==> config.mk <==
export PLATFORM = sky130hd
export DESIGN_NAME = alu_cmd_sequencer_flat
export DESIGN_NICKNAME = d
export VERILOG_FILES = /design/src/rtl/alu_pkg.sv /design/src/rtl/alu_cmd_sequencer_if.sv /design/src/rtl/alu_cmd_sequencer.sv /design/src/flat_wrapper.sv
export SDC_FILE = /design/constraint.sdc
export NUM_CORES = 1
export LEC_CHECK = 0
export CAP_MARGIN = 0
export CORE_AREA = 2 2 52 54
export DETAILED_ROUTE_END_ITERATION = 8
export DIE_AREA = 0 0 54 56
export GPL_ROUTABILITY_DRIVEN = 0
export GPL_TIMING_DRIVEN = 0
export PLACE_DENSITY = 0.83
export SLEW_MARGIN = 20
export SYNTH_ARGS = -nofsm -noshare
export SYNTH_HDL_FRONTEND = slang
export SYNTH_SLANG_ARGS = --single-unit
==> constraint.sdc <==
create_clock -name clk -period 1.3 [get_ports clk]
set_input_delay 0.26 -clock clk [delete_from_list [all_inputs] [get_ports clk]]
set_output_delay 0.26 -clock clk [all_outputs]
set_load 0.1 [all_outputs]
==> src/rtl/alu_pkg.sv <==
// Shared definitions for the ALU command sequencer: opcodes, FSM states, default width.
package alu_pkg;

    localparam int DEFAULT_WIDTH = 4;

    localparam logic [2:0] OP_EQ  = 3'b000;  // A == B
    localparam logic [2:0] OP_SLT = 3'b001;  // signed A < B
    localparam logic [2:0] OP_XOR = 3'b010;
    localparam logic [2:0] OP_OR  = 3'b011;
    localparam logic [2:0] OP_AND = 3'b100;
    localparam logic [2:0] OP_NOT = 3'b101;  // not A, B ignored
    localparam logic [2:0] OP_SUB = 3'b110;
    localparam logic [2:0] OP_ADD = 3'b111;

    typedef enum logic [1:0] {
        IDLE = 2'd0,
        EXEC = 2'd1,
        RESP = 2'd2
    } state_t;

endpackage

==> src/rtl/alu_cmd_sequencer_if.sv <==
// Command and response channels between a command source and the sequencer.
interface alu_cmd_sequencer_if #(
    parameter int WIDTH = 4
);
    logic             cmd_valid;
    logic             cmd_ready;
    logic             cmd_load;
    logic [2:0]       cmd_op;
    logic [WIDTH-1:0] cmd_b;

    logic             rsp_valid;
    logic             rsp_ready;
    logic [WIDTH-1:0] rsp_acc;
    logic             rsp_carry;
    logic             rsp_overflow;

    // Command source / response consumer side
    modport master (
        output cmd_valid, cmd_load, cmd_op, cmd_b, rsp_ready,
        input  cmd_ready, rsp_valid, rsp_acc, rsp_carry, rsp_overflow
    );

    // Sequencer side
    modport slave (
        input  cmd_valid, cmd_load, cmd_op, cmd_b, rsp_ready,
        output cmd_ready, rsp_valid, rsp_acc, rsp_carry, rsp_overflow
    );
endinterface

==> src/rtl/alu_cmd_sequencer.sv <==
// Accumulator-based initiator for a combinational ALU: takes commands, drives the ALU,
// waits ALU_LAT settle cycles, writes the result back and returns it with flags.
module alu_cmd_sequencer
    import alu_pkg::*;
#(
    parameter int WIDTH   = DEFAULT_WIDTH,
    parameter int ALU_LAT = 1
) (
    input  logic             clk,
    input  logic             rst,
    alu_cmd_sequencer_if.slave bus,
    output logic [WIDTH-1:0] o_alu_a,
    output logic [WIDTH-1:0] o_alu_b,
    output logic [2:0]       o_alu_op,
    input  logic [WIDTH-1:0] i_alu_result,
    input  logic             i_alu_carry,
    input  logic             i_alu_overflow,
    input  logic             i_flag_clr,
    output logic             o_sticky_c,
    output logic             o_sticky_v
);

    // Counter must hold ALU_LAT-1; keep at least one bit for ALU_LAT=1.
    localparam int CNT_W = (ALU_LAT > 1) ? $clog2(ALU_LAT) : 1;

    state_t           r_state;
    state_t           w_next_state;
    logic [CNT_W-1:0] r_cnt;
    logic [WIDTH-1:0] r_acc;
    logic [WIDTH-1:0] r_alu_a;
    logic [WIDTH-1:0] r_alu_b;
    logic [2:0]       r_alu_op;
    logic             r_rsp_c;
    logic             r_rsp_v;
    logic             r_sticky_c;
    logic             r_sticky_v;
    logic             w_cmd_ready;
    logic             w_rsp_valid;
    logic             w_accept;
    logic             w_sample;

    assign w_accept = (r_state == IDLE) && bus.cmd_valid;
    assign w_sample = (r_state == EXEC) && (r_cnt == '0);

    // State register
    always_ff @(posedge clk or posedge rst) begin
        if (rst) begin
            r_state <= IDLE;
        end else begin
            r_state <= w_next_state;
        end
    end

    // Next-state and handshake outputs
    always_comb begin
        w_next_state = r_state;
        w_cmd_ready  = 1'b0;
        w_rsp_valid  = 1'b0;
        unique case (r_state)
            IDLE: begin
                w_cmd_ready = 1'b1;
                if (bus.cmd_valid) begin
                    w_next_state = bus.cmd_load ? RESP : EXEC;
                end
            end
            EXEC: begin
                if (r_cnt == '0) begin
                    w_next_state = RESP;
                end
            end
            RESP: begin
                w_rsp_valid = 1'b1;
                if (bus.rsp_ready) begin
                    w_next_state = IDLE;
                end
            end
            default: w_next_state = IDLE;
        endcase
    end

    // Command latch, settle countdown and result write-back
    always_ff @(posedge clk or posedge rst) begin
        if (rst) begin
            r_acc    <= '0;
            r_alu_a  <= '0;
            r_alu_b  <= '0;
            r_alu_op <= '0;
            r_cnt    <= '0;
            r_rsp_c  <= 1'b0;
            r_rsp_v  <= 1'b0;
        end else if (w_accept) begin
            if (bus.cmd_load) begin
                r_acc   <= bus.cmd_b;
                r_rsp_c <= 1'b0;
                r_rsp_v <= 1'b0;
            end else begin
                r_alu_a  <= r_acc;
                r_alu_b  <= bus.cmd_b;
                r_alu_op <= bus.cmd_op;
                r_cnt    <= CNT_W'(ALU_LAT - 1);
            end
        end else if (r_state == EXEC) begin
            if (r_cnt != '0) begin
                r_cnt <= r_cnt - 1'b1;
            end else begin
                r_acc   <= i_alu_result;
                r_rsp_c <= i_alu_carry;
                r_rsp_v <= i_alu_overflow;
            end
        end
    end

    // Sticky flags: a set on the sample edge beats a simultaneous clear
    always_ff @(posedge clk or posedge rst) begin
        if (rst) begin
            r_sticky_c <= 1'b0;
            r_sticky_v <= 1'b0;
        end else if (w_sample) begin
            r_sticky_c <= (r_sticky_c & ~i_flag_clr) | i_alu_carry;
            r_sticky_v <= (r_sticky_v & ~i_flag_clr) | i_alu_overflow;
        end else if (i_flag_clr) begin
            r_sticky_c <= 1'b0;
            r_sticky_v <= 1'b0;
        end
    end

    assign bus.cmd_ready    = w_cmd_ready;
    assign bus.rsp_valid    = w_rsp_valid;
    assign bus.rsp_acc      = r_acc;
    assign bus.rsp_carry    = r_rsp_c;
    assign bus.rsp_overflow = r_rsp_v;
    assign o_alu_a          = r_alu_a;
    assign o_alu_b          = r_alu_b;
    assign o_alu_op         = r_alu_op;
    assign o_sticky_c       = r_sticky_c;
    assign o_sticky_v       = r_sticky_v;

endmodule

==> src/flat_wrapper.sv <==
// flat-port wrapper written by rule: the top's interface ports become plain ports
module alu_cmd_sequencer_flat import alu_pkg::*;
#(
    parameter int WIDTH   = DEFAULT_WIDTH,
    parameter int ALU_LAT = 1
)
  (clk, rst, o_alu_a, o_alu_b, o_alu_op, i_alu_result, i_alu_carry, i_alu_overflow, i_flag_clr, o_sticky_c, o_sticky_v, bus_cmd_valid, bus_cmd_load, bus_cmd_op, bus_cmd_b, bus_rsp_ready, bus_cmd_ready, bus_rsp_valid, bus_rsp_acc, bus_rsp_carry, bus_rsp_overflow);
  alu_cmd_sequencer_if #(.WIDTH(WIDTH)) bus_i ();
  input  logic clk;
  input  logic rst;
  output logic [WIDTH-1:0] o_alu_a;
  output logic [WIDTH-1:0] o_alu_b;
  output logic [2:0] o_alu_op;
  input  logic [WIDTH-1:0] i_alu_result;
  input  logic i_alu_carry;
  input  logic i_alu_overflow;
  input  logic i_flag_clr;
  output logic o_sticky_c;
  output logic o_sticky_v;
  input wire logic [$bits(bus_i.cmd_valid)-1:0] bus_cmd_valid;
  input wire logic [$bits(bus_i.cmd_load)-1:0] bus_cmd_load;
  input wire logic [$bits(bus_i.cmd_op)-1:0] bus_cmd_op;
  input wire logic [$bits(bus_i.cmd_b)-1:0] bus_cmd_b;
  input wire logic [$bits(bus_i.rsp_ready)-1:0] bus_rsp_ready;
  output wire logic [$bits(bus_i.cmd_ready)-1:0] bus_cmd_ready;
  output wire logic [$bits(bus_i.rsp_valid)-1:0] bus_rsp_valid;
  output wire logic [$bits(bus_i.rsp_acc)-1:0] bus_rsp_acc;
  output wire logic [$bits(bus_i.rsp_carry)-1:0] bus_rsp_carry;
  output wire logic [$bits(bus_i.rsp_overflow)-1:0] bus_rsp_overflow;
  assign bus_i.cmd_valid = bus_cmd_valid;
  assign bus_i.cmd_load = bus_cmd_load;
  assign bus_i.cmd_op = bus_cmd_op;
  assign bus_i.cmd_b = bus_cmd_b;
  assign bus_i.rsp_ready = bus_rsp_ready;
  assign bus_cmd_ready = bus_i.cmd_ready;
  assign bus_rsp_valid = bus_i.rsp_valid;
  assign bus_rsp_acc = bus_i.rsp_acc;
  assign bus_rsp_carry = bus_i.rsp_carry;
  assign bus_rsp_overflow = bus_i.rsp_overflow;
  alu_cmd_sequencer #(.WIDTH(WIDTH), .ALU_LAT(ALU_LAT)) u_core (.clk(clk), .rst(rst), .bus(bus_i), .o_alu_a(o_alu_a), .o_alu_b(o_alu_b), .o_alu_op(o_alu_op), .i_alu_result(i_alu_result), .i_alu_carry(i_alu_carry), .i_alu_overflow(i_alu_overflow), .i_flag_clr(i_flag_clr), .o_sticky_c(o_sticky_c), .o_sticky_v(o_sticky_v));
endmodule
==> impl_results.md <==
* Syn nets at 86
* Antenna violations before repair at 0
* H-tree depth at 1
* RSZ-0062 raised after global routing: true
* Simple-Gate Fraction of Synth Area at 0.0784
* FF-to-FF Start: u_core.r_state[1]
* Die Span X at 54 um
* Layout area overhead at 69.2%
* TritonCTS clock tree: done
* Async SR Flop Fraction at 1.00
* Adder-cell share of the synthesized area at 0
* Compound-Gate Fraction of Synth Area at 0.0813
* Fmax at 664 MHz
* Clock sink total at 21
* Final Hold Vio Count at 0
* Count leader, synth: dfrtp_1
* Synth cell types at 15
* Xor-xnor portion of the synthesized cell area at 0
* Critical path peak fanout at 3
* Worst hold-check path type: in2async
* CTS Root Cell: clkbuf_4
* Failing checks: setup timing
* Post-Syn Instances at 67
* Starting Density at 0.354
* Drt total wl at 2140 um
* Slowest cell delay on critical path at 0.43 ns
* Largest family of logic cells by synthesized area: multiplexers
* Share of the synthesized area in the top cell type at 0.610
* Slowest cell on crit path: dfrtp_1
* Top cells by area, synth: dfrtp_1 61%, mux2_2 14%, o21ai_0 7.5%, mux2i_1 4.6%, nor4b_4 2.8%
* Final cycle utilization of the critical path at 1.16
* Most used DFF post-synth: dfrtp_1
* Worst R2R Path Depth at 3
* Worst Setup End Kind: primary output
* Fillers at 186
* Placed inst area at 1310 um^2
* Max-slew violations at 0
* Cell family with most CP delay: buffers and inverters
* #FFs+latches synth at 21
* Nets at 135
* Type of the worst setup path: reg2out
* Startpoint Class: flip-flop
* Run status: finished with violations
* Max-cap violations at 0
* WL/cell at 14.7 um
* Leading area contributor after synthesis: dfrtp_1
* 1st-iter DRT viols at 12
* N_diodes at 0
* Clock skew at 0.00604 ns
* Mux share of post-synthesis cell area at 0.190
* Finished Core Util at 0.600
* WP buf/inv at 3
* # port buffers at 39
* Core ar. at 2430 um^2
* Post-Syn Area per Cell at 12.9 um^2
* Ys Warns at 0
* Arr. time, crit path at 1.25 ns
* Number of global-route vias before repair at 768
* Post-DP HPWL at 1490 um
* First-pass GRT wire length at 3410 um
* Boundary Pins at 40
* Max clock buf depth at 2
* Die area at 3020 um^2
* Clk_lat worst skew at 0.31 ns
* Top cells by count, synth: 21 x dfrtp_1, 13 x o21ai_0, 11 x mux2_2
* Share of post-route cells with drive strength above 1 at 0.461
* Finished Cell Area at 1460 um^2
* Reg-to-Reg End: u_core.o_alu_a[3]
* Vert. Die Dim at 56 um
* DR pass1 iterations at 4
* GRT Total Usage at 0.158
* EDFF count, synth at 0
* Worst Tran Pin Value at 0.757 ns
* Total gr overflow at 0
* Vias at 704
* Worst endpoint required time at 1.04 ns
* Cts bufs inserted at 3
* Largest net degree at the start of global routing at 22
* Slew headroom at 0.495
* Clk slew on worst S/H paths at 0.11 ns
* # DRC at 0
* Register area share after synthesis at 0.610
* Count of final setup violators at 13
* Worst setup margin at -0.206 ns
* Synth Cell Area at 862 um^2
* R2R setup slack at -0.14 ns
* Final min period at 1.51 ns
* Post-route ant nets at 0
* # rows at 18
* CP Cell Sequence: clkbuf_8 > nand2b_4 > clkinvlp_4 > buf_12
* Vias per cell at 4.86
==> routing by layer <==
layer	global-route usage	vias to the layer above	wire length (um)
met2	0.253	27	1070
met3	0.0242	5	126
li1	-	324	-
met1	0.197	348	896
met4	0.0857	0	48
met5	0	-	0
==> cell usage in the layout (no fill, tap or decap), types with 2 or more instances in the layout <==
cell / count
buf_12: 2
buf_4: 18
buf_6: 8
clkbuf_4: 3
clkdlybuf4s50_1: 17
dfrtp_1: 20
inv_1: 3
mux2_4: 11
mux2i_1: 3
nand2_1: 4
nand2b_4: 2
o21ai_0: 9
o21ai_1: 3
==> per-stage QoR <==
step | setup slack [ns] | TNS [ns] | cells | hold slack, ns
finish | -0.206 | -1.80 | 145 | 0.381
global route | -0.240 | -2.27 | 145 | 0.470
CTS | -0.207 | -2.02 | 146 | 0.414
detailed placement | -0.807 | -16.23 | 136 | 0.497
global placement | -0.789 | -15.41 | 136 | 0.489
floorplan | -0.0457 | -0.432 | 67 | 0.236
==> cells by family (layout without fill, tap and decap cells) <==
group,count (synthesis),in the layout
flops,21,21
compound gates,14,14
simple gates,10,10
mux,15,15
buf+inv,7,55
==> sequential cells by signal, summed over array words and instances (netlist names) <==
signal / cells
u_core.bus.rsp_carry: 1
u_core.r_state: 2
u_core.bus.rsp_acc: 4
u_core.o_sticky_v: 1
u_core.o_sticky_c: 1
u_core.o_alu_b: 4
u_core.o_alu_op: 3
u_core.bus.rsp_overflow: 1
u_core.o_alu_a: 4
==> worst max-delay path by stage <==
| stage | from | endpoint | slack (ns) | cells after the start |
|---|---|---|---|---|
| detailed placement | u_core.r_state[1] | bus_rsp_valid | -0.81 | 4 |
| finish | u_core.r_state[1] | bus_rsp_valid | -0.21 | 4 |
| global placement | u_core.r_state[1] | bus_rsp_valid | -0.79 | 4 |
| CTS | u_core.r_state[1] | bus_rsp_valid | -0.21 | 4 |
| global route | u_core.r_state[1] | bus_rsp_valid | -0.24 | 4 |
| floorplan | u_core.r_state[1] | u_core.o_alu_a[0] | -0.05 | 3 |
==> cell type report <==
type | instances | area [um^2] | share of cell area
buffer | 3 | 36.3 | 0.0249
clock buffer | 4 | 26.3 | 0.0180
inverter | 4 | 18.8 | 0.0129
multi-input combinational | 39 | 388 | 0.266
sequential | 21 | 527 | 0.361
tap | 30 | 37.5 | 0.0257
timing repair buffer | 44 | 425 | 0.292
==> worst register-to-register path: stages, from the launching register on <==
cell	delay (ns)
dfrtp_1	0.43
nor4b_4	0.40
buf_6	0.20
mux2_4	0.30
==> repair_timing <==
action,4_1_cts,5_1_grt
hold endpoints to repair,0,0
endpoints found under the setup margin,32,22
hold buffers,0,0
cloned,1,0
gates resized for setup,152,15
pin swaps,4,4
setup buffers,5,0
Power is left out: the tool's default activity adds up to more than one toggle a clock period on the data nets, which glitch-free logic cannot reach.
